[src/rtl/detector_nota.sv]
// Key input stage: synchronises and debounces the piano keys, encodes the pressed note,
// times the press in metronome ticks and registers note/duration match results on release.
module detector_nota #(
    parameter int NOTAS    = 12,
    parameter int DEBOUNCE = 50000,
    parameter int DUR_W    = 4,
    parameter int TOL      = 1
) (
    input  logic             clock,
    input  logic             reset,
    input  logic [NOTAS-1:0] botoes,
    input  logic             tick_metro,
    input  logic             zera,
    input  logic [3:0]       nota_esperada,
    input  logic [DUR_W-1:0] duracao_esperada,
    output logic             nota_feita,
    output logic             nota_correta,
    output logic             tempo_correto,
    output logic [3:0]       nota_codigo,
    output logic [DUR_W-1:0] duracao_medida,
    output logic [1:0]       db_estado
);

    localparam logic [1:0] OCIOSO        = 2'd0;
    localparam logic [1:0] PRESSIONADO   = 2'd1;
    localparam logic [1:0] ESPERA_SOLTAR = 2'd2;

    localparam int              CNT_W   = (DEBOUNCE > 1) ? $clog2(DEBOUNCE) : 1;
    localparam logic [CNT_W-1:0] CNT_MAX = CNT_W'(DEBOUNCE - 1);
    localparam logic signed [DUR_W:0] TOL_S = (DUR_W + 1)'(TOL);

    logic [NOTAS-1:0] db_vec;

    genvar gi;
    generate
        for (gi = 0; gi < NOTAS; gi++) begin : g_tecla
            logic             sync1_reg;
            logic             sync2_reg;
            logic             db_reg;
            logic [CNT_W-1:0] cnt_reg;

            // Counter runs only while the synchronised key disagrees with the debounced one.
            always_ff @(posedge clock or posedge reset) begin
                if (reset) begin
                    sync1_reg <= 1'b0;
                    sync2_reg <= 1'b0;
                    db_reg    <= 1'b0;
                    cnt_reg   <= '0;
                end else begin
                    sync1_reg <= botoes[gi];
                    sync2_reg <= sync1_reg;
                    if (sync2_reg != db_reg) begin
                        if (cnt_reg == CNT_MAX) begin
                            db_reg  <= sync2_reg;
                            cnt_reg <= '0;
                        end else begin
                            cnt_reg <= cnt_reg + CNT_W'(1);
                        end
                    end else begin
                        cnt_reg <= '0;
                    end
                end
            end

            assign db_vec[gi] = db_reg;
        end
    endgenerate

    logic       any_db;
    logic       multi_db;
    logic [3:0] code_enc;

    assign any_db   = |db_vec;
    assign multi_db = |(db_vec & (db_vec - NOTAS'(1)));

    always_comb begin
        code_enc = 4'd0;
        for (int i = 0; i < NOTAS; i++) begin
            if (db_vec[i]) code_enc = 4'(i + 1);
        end
        if (multi_db) code_enc = 4'd0;
    end

    logic [1:0]       state_reg, state_next;
    logic [DUR_W-1:0] tick_cnt_reg, tick_cnt_next, tick_cnt_inc;
    logic             troca_reg, troca_next;
    logic [3:0]       codigo_reg, codigo_next;
    logic [DUR_W-1:0] duracao_reg, duracao_next;
    logic             correta_reg, correta_next;
    logic             tempo_reg, tempo_next;
    logic             feita_reg;
    logic signed [DUR_W:0] dur_diff, dur_abs;
    logic             tempo_ok;

    // The release-cycle tick counts, so the result uses the incremented value.
    assign tick_cnt_inc = (tick_metro && (tick_cnt_reg != '1)) ? tick_cnt_reg + DUR_W'(1) : tick_cnt_reg;
    assign dur_diff     = $signed({1'b0, tick_cnt_inc}) - $signed({1'b0, duracao_esperada});
    assign dur_abs      = dur_diff[DUR_W] ? -dur_diff : dur_diff;
    assign tempo_ok     = (dur_abs <= TOL_S);

    always_comb begin
        state_next    = state_reg;
        tick_cnt_next = tick_cnt_reg;
        troca_next    = troca_reg;
        codigo_next   = codigo_reg;
        duracao_next  = duracao_reg;
        correta_next  = correta_reg;
        tempo_next    = tempo_reg;
        if (zera) begin
            tick_cnt_next = '0;
            troca_next    = 1'b0;
            codigo_next   = 4'd0;
            duracao_next  = '0;
            correta_next  = 1'b0;
            tempo_next    = 1'b0;
            state_next    = any_db ? ESPERA_SOLTAR : OCIOSO;
        end else begin
            case (state_reg)
                OCIOSO: begin
                    if (any_db) begin
                        state_next    = PRESSIONADO;
                        codigo_next   = code_enc;
                        tick_cnt_next = '0;
                        troca_next    = 1'b0;
                    end
                end
                PRESSIONADO: begin
                    tick_cnt_next = tick_cnt_inc;
                    if (any_db) begin
                        if (code_enc != codigo_reg) troca_next = 1'b1;
                    end else begin
                        state_next   = OCIOSO;
                        correta_next = (codigo_reg != 4'd0) && !troca_reg && (codigo_reg == nota_esperada);
                        tempo_next   = tempo_ok;
                        duracao_next = tick_cnt_inc;
                    end
                end
                ESPERA_SOLTAR: begin
                    if (!any_db) state_next = OCIOSO;
                end
                default: state_next = OCIOSO;
            endcase
        end
    end

    always_ff @(posedge clock or posedge reset) begin
        if (reset) begin
            state_reg    <= OCIOSO;
            tick_cnt_reg <= '0;
            troca_reg    <= 1'b0;
            codigo_reg   <= 4'd0;
            duracao_reg  <= '0;
            correta_reg  <= 1'b0;
            tempo_reg    <= 1'b0;
            feita_reg    <= 1'b0;
        end else begin
            state_reg    <= state_next;
            tick_cnt_reg <= tick_cnt_next;
            troca_reg    <= troca_next;
            codigo_reg   <= codigo_next;
            duracao_reg  <= duracao_next;
            correta_reg  <= correta_next;
            tempo_reg    <= tempo_next;
            feita_reg    <= (state_next == PRESSIONADO);
        end
    end

    assign nota_feita     = feita_reg;
    assign nota_correta   = correta_reg;
    assign tempo_correto  = tempo_reg;
    assign nota_codigo    = codigo_reg;
    assign duracao_medida = duracao_reg;
    assign db_estado      = state_reg;

endmodule

[config.mk]
export PLATFORM = sky130hd
export DESIGN_NAME = detector_nota
export DESIGN_NICKNAME = d
export VERILOG_FILES = /design/src/rtl/detector_nota.sv
export SDC_FILE = /design/constraint.sdc
export NUM_CORES = 1
export LEC_CHECK = 0
export ABC_CLOCK_PERIOD_IN_PS = 9350
export BUFFER_PORTS_ARGS = -buffer_cell sky130_fd_sc_hd__buf_2
export CELL_PAD_IN_SITES_DETAIL_PLACEMENT = 0
export CELL_PAD_IN_SITES_GLOBAL_PLACEMENT = 1
export CORE_UTILIZATION = 49
export CTS_BUF_LIST = sky130_fd_sc_hd__clkbuf_16
export DETAILED_ROUTE_END_ITERATION = 8
export PLACE_DENSITY = 0.84
export SETUP_SLACK_MARGIN = 0.2
export SKIP_CTS_REPAIR_TIMING = 1
export SLEW_MARGIN = 40
export SYNTH_ARGS = -nofsm -noshare
export SYNTH_HDL_FRONTEND = slang
export SYNTH_SLANG_ARGS = --single-unit
export TNS_END_PERCENT = 1
[constraint.sdc]
create_clock -name clock -period 9.35 [get_ports clock]
set_clock_uncertainty 0.05 [all_clocks]
set_input_delay 0.935 -clock clock [delete_from_list [all_inputs] [get_ports clock]]
set_output_delay 0.935 -clock clock [all_outputs]
set_load 0.02 [all_outputs]
Word-level counts from Yosys, hierarchy flattened:

Index checks and enable logic that the tools add are counted.

* word-level logic and storage cells: 201
* register bits: 246

* eq/ne operators: 34
* magnitude comparators: 1
* bitwise gates (word level): 1
* multiplexer cells: 64
* reduce and logical (&&, ||, !) cells: 29
* add/subtract/negate cells: 16

Operators with widths (count)
* $mux 16: 24
* $add 16x1->16 const B: 12
* $eq 16x16->1 const B: 12
* $mux 4: 21
* $reduce_and 2->1: 15
* $reduce_or 12->1: 2
* $and 12x12->12: 1
* $ne 1x1->1: 12
* $sub 12x1->12 const B: 1
* $mux 1: 11
* $ne 3x3->1 const B: 3
* $mux 2: 4
* $pmux 4 s2: 1
* $reduce_bool 2->1: 3
* $le 5x2->1 const B: 1
* $mux 5: 1
* $neg 5->5: 1
* $sub 4x4->5: 1
* $add 4x1->4 const B: 1
* $eq 2x1->1 const B: 2
* $eq 4x4->1: 1
* $ne 4x4->1: 1
* $ne 4x4->1 const B: 1
* $pmux 2 s2: 1
* 10 further kinds: 12

Depth between registers and ports, before layout:

Gate-level depths: netlist (run 1).

* depth after elaboration: 18
* gate-level depth with buffers: 12
* gate-level depth less buffers: 12

Worst setup path after synthesis (run 1):

OpenSTA, ideal clock, no wires.

* kind: input-to-reg
* from: input port tick_metro
* to: register tempo_reg (netlist: tempo_correto)
* required time: 9.176 ns
* path buffers: 0
* path slack: 6.640 ns
* cell stages on the path: 8
* library setup time: 0.124 ns
* arrival: 2.536 ns
* cell sequence: nand2_1 > mux2_2 > inv_1 > fa_1 > ha_1 > o21bai_1 > a32oi_1 > o21ai_1

* longest elaborated chain between the ends: 9

Ends and longest elaborated chain
* start: declaration: RTL line 12 `input logic tick_metro,`
* $logic_and 1x1->1 *: RTL line 96 `assign tick_cnt_inc = (tick_metro && (tick_cnt_reg != '1)) ? tick_cnt_reg + DUR_W'(1) : tick_cnt_reg;`
* $mux 4 *: RTL line 96
* $sub 4x4->5 *: RTL line 97 `assign dur_diff = $signed({1'b0, tick_cnt_inc}) - $signed({1'b0, duracao_esperada});`
* $neg 5->5: RTL line 98 `assign dur_abs = dur_diff[DUR_W] ? -dur_diff : dur_diff;`
* $mux 5 *: RTL line 98
* $le 5x2->1 *: RTL line 99 `assign tempo_ok = (dur_abs <= TOL_S);`
* $mux 1 *: RTL line 129 `if (any_db) begin`
* $mux 1 *: RTL line 118 `case (state_reg)`
* $mux 1 *: RTL line 109 `if (zera) begin`
* end signal: assignment: RTL line 163 `tempo_reg <= tempo_next;`
* end: declaration: RTL line 90 `logic tempo_reg, tempo_next;`

Every way passes the cells marked *; elsewhere a longest branch is shown, timed or not. The select of a mux whose other input is x is not followed.
A chain may end at the register's enable or synchronous reset.

Worst setup path after layout (run 1):

* from: register tick_cnt_reg[1]
* to: register tempo_reg (netlist: tempo_correto)

* longest elaborated chain between the ends: 10
* elaborated cells between the ends (all ways): 11
* classes of those cells: 3 x add/sub; 1 x order compare; 1 x eq/ne; 5 x mux; 1 x reduce/logical

Ends and longest elaborated chain
* start: declaration: RTL line 85 `logic [DUR_W-1:0] tick_cnt_reg, tick_cnt_next, tick_cnt_inc;`
* start signal: assignment: RTL line 158 `tick_cnt_reg <= tick_cnt_next;`
* branches (longest 2 deep; another with $add 4x1->4)
* $mux 4 *: RTL line 96
* $sub 4x4->5 *: RTL line 97
* $neg 5->5: RTL line 98
* $mux 5 *: RTL line 98
* $le 5x2->1 *: RTL line 99
* $mux 1 *: RTL line 129
* $mux 1 *: RTL line 118
* $mux 1 *: RTL line 109

Mark *: on every way between the ends. The select of a mux whose other input is x is not followed.

==> results of run 1 <==
[how the worst min path moves through the flow]
stage                           from                    end  cells after the start
2_1_floorplan   g_tecla[0].sync1_reg   g_tecla[0].sync2_reg                      0
3_3_place_gp   g_tecla[11].sync1_reg  g_tecla[11].sync2_reg                      0
3_5_place_dp   g_tecla[11].sync1_reg  g_tecla[11].sync2_reg                      0
4_1_cts        g_tecla[11].sync1_reg  g_tecla[11].sync2_reg                      0
5_1_grt        g_tecla[11].sync1_reg  g_tecla[11].sync2_reg                      0
6_report        g_tecla[7].sync1_reg   g_tecla[7].sync2_reg                      0
[worst max-delay path: cells and delay by family (launching register included)]
family          cells  cell delay, ns
compound gates      3            0.46
xor+xnor            1            0.30
fa+ha+maj           4            1.23
flops               1            0.43
simple gates        2            0.22
[synth_stat cells (2+ instances only)]
cell type,count
nor3b_1,2
xor2_1,100
inv_1,13
or3_1,11
nor3_1,30
nor4b_1,13
mux2_2,13
nor2_1,245
a22oi_1,2
clkbuf_1,21
nand2_1,109
nand4_1,39
nor2b_1,3
buf_6,2
or4_1,2
and4_1,3
ha_1,21
a311oi_1,3
a211oi_1,6
a31oi_1,2
a21oi_1,27
and2_1,4
nand3_1,46
or2_2,9
and3_1,55
nand2b_1,7
dfrtp_1,246
o21ai_0,14
xnor2_1,79
o31ai_1,3
[metrics by stage]
step           total power (W)  util (%)  instances
2_1_floorplan          0.00116         -       1155
3_3_place_gp           0.00119      52.6       1480
3_5_place_dp           0.00119      52.6       1480
4_1_cts                0.00226      56.5       1527
5_1_grt                0.00232      56.5       1527
6_report               0.00223      56.5       1527
[routing by layer]
layer,track usage [%],vias up,share of wire (%)
met5,0,-,0
met2,29.4,92,46
met1,25.5,3790,49
met4,5.04,0,2.0
met3,2.70,32,2.9
li1,-,3976,-
[report_power, final]
part           internal (W)  switching (W)  total [W]
clock network      0.000637       0.000427    0.00106
registers           0.00108      0.0000120    0.00109
logic             0.0000221      0.0000498  0.0000719
[cell families (layout without fill, tap and decap cells)]
group                    Yosys count  after routing  share of synthesized area [%]
AO/OA/AOI/OAI                     72             72                           3.94
adder cells (fa/ha/maj)           23             23                           2.54
flip-flops                       246            246                           53.3
AND/OR/NAND/NOR                  582            582                           23.7
multiplexers                      14             14                           1.36
XOR/XNOR                         179            179                           13.6
buffers and inverters             39             98                           1.53
[final cells by class]
class	count	area [sq um]
Timing Repair Buffer	38	203
Fill cell	1971	9940
Tap cell	313	392
Multi-Input combinational cell	870	5210
Sequential cell	246	6160
Inverter	13	56.3
Clock inverter	20	216
Clock buffer	27	676
==> flow_summary.yaml, run 1 <==
status:
  status: "completed"
grt:
  overflow: 0
  first_global_vias: 7793
  grt_pass1_wl_um: 36500
  grt_max_degree: 104
  antenna_found_initial: 0
  grt_usage_pct: 18.2
setup_path:
  critPathLaunchType: "flop"
  reg2reg_from: "tick_cnt_reg[1]"
  critical_path.max_fanout: 5
  rrSetupSlack_ns: 6.56
  slowest_delay_ns: 0.47
  r2r_end: "tempo_correto"
  setup.worst_path.end: "tempo_correto"
  cp-end-kind: "flop"
  critical_path.most_common_cell: "ha_1"
  cp_data_arrival_time_ns: 3.15
  ff2ff_path_depth: 10
  setup.worst_path.start: "tick_cnt_reg[1]"
  crit_required_ns: 9.72
  critPathKind: "reg2reg"
  path_cells: "ha_1 > nand3_1 > nand2_1 > xor2_1 > ha_1 > fa_1 > ha_1 > o21bai_1 > a32oi_1 > o21ai_1"
  cp_slowest_cell: "fa_1"
drt:
  firstDrtPassIters: 5
  via_per_inst: 5.17
  first_iter_violations: 396
  routed_wl_um: 20600
  route.detailed.drc: 0
  drtAntennaViolNets: 0
  avgRoutedWirePerCell_um: 13.5
  vias: 7890
sta:
  finalCriticalPeriod_ns: 2.79
  finalSetupTns_ns: 0
  worst_slew_pin_slew_ns: 0.681
  fin_ws_ns: 6.56
  report.final.slew_viol_count: 0
  slew_headroom_pct: 54.6
  whs_ns: 0.296
  finalCritPeriodShare_pct: 29.8
  final_hold_viol_count: 0
  timing.fmax_mhz: 359
  setup_viol: 0
  grt_setup_unrepaired: "false"
cts:
  path_clk_slew_ns: 0.07
  cts-root-buf: "clkbuf_16"
  clock_path_buffers: 3
  htreeDepth: 1
  cts_tree: "done"
  clk_latency_ns: 0.53
  cts_inserted_buffers: 27
  cts.sinks: 246
power_and_ir_drop:
  power_density_nw_per_um2: 173
  p_leak_nw: 5.83
  peakVddDrop_mv: 0.150
finish:
  n_antenna_cell: 0
  drive_gt1_share_pct: 8.65
  final_nets: 1242
  final_cell_mix: "dfrtp_1, nor2_1, nand2_1"
  largest_register_ffs: 192
  finalInstanceArea_sq_um: 12900
  areaGrowthSynthToFinish_pct: 11.8
  final_common_cell: "dfrtp_1"
place:
  portBuffers: 36
  gp_congestion: 0.810
  placed_area_sq_um: 12000
  place_ws_ns: 6.29
  dp_hpwl_um: 13700
worst_hold_path:
  hp-class: "reg2reg"
floorplanning:
  coreArea_sq_um: 22800
  start_util_pct: 50.5
  dieArea_sq_um: 24200
  fp.dieW_um: 155
  rows: 55
  io_pins: 37
  die_h_um: 155
logic_synthesis:
  ys_types: 55
  syn_avg_cell_area_sq_um: 9.99
  ys_ff_latch: 246
  ys_seq_area_share_pct: 53.3
  async_flop_share_pct: 100
  syn-num-nets: 1201
  synthFlopType: "dfrtp_1"
  synth_area_leaders: "dfrtp_1, nor2_1, xor2_1"
  synth-edff-count: 0
  synth_largest_area_cell: "dfrtp_1"
  syn_inst: 1155
  yosysTopAreaCellShare_pct: 53.3
  netlist_area_sq_um: 11500
  yosysWarnings: 0
run:
  drv_cap: 0
Power figures use the tool's default switching activity.
==> inputs of run 2 (changes only) <==
- ABC_CLOCK_PERIOD_IN_PS: 9350 -> 2230
- CORE_UTILIZATION: 49 -> 45
- PLACE_DENSITY: 0.84 -> 0.82
- clock period: 9.35 -> 2.23 ns (I/O delays scaled with it)
==> flow_summary.yaml, run 2 (synthesized netlist as in run 1, its figures left out) <==
finish:
  largest_register_ffs: 192
  n_antenna_cell: 0
  finalInstanceArea_sq_um: 13600
  drive_gt1_share_pct: 14.5
  final_common_cell: "dfrtp_1"
  final_util_pct: 53.8
  final_nets: 1302
  final_cell_mix: "dfrtp_1, nor2_1, nand2_1"
  areaGrowthSynthToFinish_pct: 17.5
floorplanning:
  dieArea_sq_um: 26300
  fp.dieW_um: 162
  start_util_pct: 45.8
  io_pins: 37
  coreArea_sq_um: 25200
  die_h_um: 162
  rows: 58
setup_path:
  cp_data_arrival_time_ns: 2.77
  cp_slowest_cell: "fa_1"
  ff2ff_path_depth: 10
  r2r_end: "tempo_correto"
  reg2reg_from: "tick_cnt_reg[0]"
  critical_path.most_common_cell: "ha_2"
  crit_buf_inv: 0
  path_cells: "ha_2 > nand3_2 > nand2_4 > xor2_2 > ha_2 > fa_1 > ha_4 > a31oi_1 > o211ai_1 > o21ai_1"
  setup.worst_path.start: "tick_cnt_reg[0]"
  crit_family: "adder cells"
  slowest_delay_ns: 0.55
  critPathLaunchType: "flop"
  crit_required_ns: 2.63
  rrSetupSlack_ns: -0.14
  critPathKind: "reg2reg"
  critical_path.max_fanout: 2
  cp-end-kind: "flop"
grt:
  grt_usage_pct: 16.7
  grt_max_degree: 81
  grt_pass1_wl_um: 36900
  overflow: 0
  antenna_found_initial: 0
  first_global_vias: 7854
sta:
  whs_ns: 0.0709
  fin_ws_ns: -0.144
  finalCriticalPeriod_ns: 2.37
  finalCritPeriodShare_pct: 106
  setup_viol: 2
  timing.fmax_mhz: 421
  final_hold_viol_count: 0
  grt_setup_unrepaired: "true"
  report.final.slew_viol_count: 0
  worst_slew_pin_slew_ns: 0.517
  finalSetupTns_ns: -0.259
  slew_headroom_pct: 65.5
cts:
  clk_latency_ns: 0.52
  cts_inserted_buffers: 27
  htreeDepth: 1
  cts_tree: "done"
  path_clk_slew_ns: 0.06
  clock_path_buffers: 3
  cts.sinks: 246
  cts-root-buf: "clkbuf_16"
drt:
  first_iter_violations: 462
  route.detailed.drc: 0
  wl_met2_um: 9930
  avgRoutedWirePerCell_um: 13.3
  top_layer_used: "met4"
  drtAntennaViolNets: 0
  routed_wl_um: 21400
  met1_length_um: 10500
  wl_met3_um: 472
  firstDrtPassIters: 5
  via_per_inst: 5.13
  vias: 8234
worst_hold_path:
  hp-class: "in2reg"
  hold_start: "zera"
  hold_end: "duracao_medida[3]"
  hold_depth: 2
power_and_ir_drop:
  p_leak_nw: 6.15
  power_density_nw_per_um2: 669
  peakVddDrop_mv: 0.536
place:
  portBuffers: 36
  place_ws_ns: -0.266
  dp_hpwl_um: 14500
  gp_congestion: 0.819
  placed_area_sq_um: 12400
status:
  failed_checks: "negative setup slack"
  status: "finished with violations"
run:
  drv_cap: 0
run 2: cell types whose count changed in the layout (fill, tap and decap cells not counted), sizes merged:
cell	before	now
buf	38	85
dlygate4sd3	0	13
clkinv	8	14
inv	17	14
bufinv	4	2
clkinvlp	4	3
run 2: power by group:
part | switching [W] | internal (W) | total, W
clock | 0.00172 | 0.00241 | 0.00413
combinational | 0.000220 | 0.000134 | 0.000354
sequential | 0.0000484 | 0.00454 | 0.00459
run 2: per-layer routing:
metal | track usage [%] | vias up
met3 | 2.15 | 32
met5 | 0 | -
met2 | 27.2 | 77
met1 | 23.5 | 4034
li1 | - | 4091
met4 | 4.37 | 0
run 2: worst max-delay path by stage:
stage / endpoint / slack (ns) / depth (start not counted)
after floorplan: db_estado[0] / -1.27 / 1
after global placement: tempo_correto / -0.18 / 10
after detailed placement: tempo_correto / -0.27 / 10
after CTS: tempo_correto / -0.28 / 10
after global routing: tempo_correto / -0.23 / 10
final: tempo_correto / -0.14 / 10
run 2: stage by stage:
stage	power, W	std cells
3_3_place_gp	0.00499	1540
4_1_cts	0.00918	1587
3_5_place_dp	0.00500	1540
6_report	0.00907	1604
5_1_grt	0.00945	1604
2_1_floorplan	0.00488	1155
run 2: layout make-up:
type / count / area [sq um]
clock inverter: 20 / 143
sequential: 246 / 6160
clock buffer: 27 / 676
inverter: 13 / 52.6
fill: 2254 / 11600
timing repair buffer: 98 / 731
multi-input combinational: 870 / 5390
tap: 330 / 413
==> inputs of run 3 (changes only) <==
- ABC_CLOCK_PERIOD_IN_PS: 2230 -> 2700
- CORE_UTILIZATION: 45 -> 49
- MAX_ROUTING_LAYER: not set -> met4
- PLACE_DENSITY: 0.82 -> 0.84
- clock period: 2.23 -> 2.7 ns (I/O delays scaled with it)
==> flow_summary.yaml, run 3 (synthesized netlist as in run 1, its figures left out) <==
status:
  status: "completed"
cts:
  clock_path_buffers: 3
  htreeDepth: 1
  clk_latency_ns: 0.53
  cts_tree: "done"
  cts_inserted_buffers: 27
  cts-root-buf: "clkbuf_16"
  cts.sinks: 246
  path_clk_slew_ns: 0.06
setup_path:
  critical_path.max_fanout: 4
  cp-end-kind: "flop"
  cp_data_arrival_time_ns: 2.90
  slowest_delay_ns: 0.54
  cp_slowest_cell: "fa_1"
  critPathKind: "reg2reg"
  path_cells: "ha_4 > nand3_1 > nand2_2 > xor2_1 > ha_1 > fa_1 > ha_2 > a31oi_1 > o211ai_1 > o21ai_1"
  crit_required_ns: 3.10
  critPathLaunchType: "flop"
drt:
  firstDrtPassIters: 4
  wl_met3_um: 670
  wl_met2_um: 10000
  via_per_inst: 5.18
  met1_length_um: 10200
  drtAntennaViolNets: 0
  avgRoutedWirePerCell_um: 13.7
  routed_wl_um: 21300
  route.detailed.drc: 0
  first_iter_violations: 408
  vias: 8073
  top_layer_used: "met4"
sta:
  report.final.slew_viol_count: 0
  setup_viol: 0
  finalCritPeriodShare_pct: 92.4
  final_hold_viol_count: 0
  fin_ws_ns: 0.205
  finalCriticalPeriod_ns: 2.50
  grt_setup_unrepaired: "true"
  timing.fmax_mhz: 401
  worst_slew_pin_slew_ns: 0.529
  slew_headroom_pct: 64.7
worst_hold_path:
  hp-class: "in2reg"
run:
  drv_cap: 0
grt:
  grt_pass1_wl_um: 36800
  antenna_found_initial: 0
  overflow: 0
  grt_max_degree: 70
  first_global_vias: 8106
  grt_usage_pct: 18.8
floorplanning:
  start_util_pct: 50.5
  die_h_um: 155
  coreArea_sq_um: 22800
  dieArea_sq_um: 24200
  rows: 55
  io_pins: 37
  fp.dieW_um: 155
place:
  gp_congestion: 0.790
  dp_hpwl_um: 14400
  place_ws_ns: 0.0504
  portBuffers: 36
finish:
  final_nets: 1273
  drive_gt1_share_pct: 10.4
  areaGrowthSynthToFinish_pct: 14.5
  largest_register_ffs: 192
  final_cell_mix: "nor2_1, dfrtp_1, nand2_1"
  n_antenna_cell: 0
power_and_ir_drop:
  p_leak_nw: 6.01
  power.total_w: 0.00761
  power_density_nw_per_um2: 576
  peakVddDrop_mv: 0.449
==> run 3: changes by cell type in the layout (fill, tap and decap cells not counted), sizes merged <==
cell / delta
clkinv: -3
inv: +5
buf: -29
clkinvlp: -2
bufinv: +1
==> run 3: critical path, delay by kind of cell (launching register included) <==
kind / cells / cell delay [ns]
xor gates and xnor gates: 1 / 0.15
AOI/OAI and AO/OA: 3 / 0.39
adders and majority gates: 4 / 1.22
DFF: 1 / 0.43
and+or+nand+nor: 2 / 0.17
==> run 3: layout make-up <==
class / instances / area, sq um
fillers: 1950 / 9640
flip-flops and latches: 246 / 6160
clock buffers: 27 / 676
inverters: 13 / 52.6
well taps: 313 / 392
multi-input cells: 870 / 5250
clock inverters: 21 / 175
repair buffers: 69 / 510
==> run 3: final timing paths <==
check	start	to	slack, ns	depth (start not counted)
setup reg to reg	tick_cnt_reg[0]	tempo_correto	0.20	10
setup / recovery	tick_cnt_reg[0]	tempo_correto	0.20	10
min in group asynchronous	reset	g_tecla[2].cnt_reg[5]	0.23	3
hold reg to reg	g_tecla[5].sync1_reg	g_tecla[5].sync2_reg	0.31	0
hold / removal	zera	nota_correta	0.1	2
max in group asynchronous	reset	tick_cnt_reg[1]	1.70	4
==> run 3: where the power goes <==
part           internal [W]  leakage (nW)  switching [W]  total [W]
logic              0.000104          2.21       0.000179   0.000283
clock network       0.00209         0.442        0.00144    0.00353
registers           0.00375          3.35      0.0000416    0.00379
total               0.00595          6.01        0.00166    0.00761
==> run 3: stage by stage <==
stage	TNS [ns]	cell area [sq um]	util, %	cells	hold WS [ns]
2_1_floorplan	-209.53	11500	-	1155	0.251
3_3_place_gp	0	12200	53.3	1495	0.220
3_5_place_dp	0	12200	53.3	1495	0.219
4_1_cts	0	13000	57.0	1543	-0.344
5_1_grt	0	13200	57.8	1559	0.0894
6_report	0	13200	57.8	1559	0.0983
==> run 3: metal layers <==
metal	global-route usage (%)	vias up
met5	-	-
met4	4.39	0
met3	2.51	28
met2	30.7	89
met1	24.9	3921
li1	-	4035
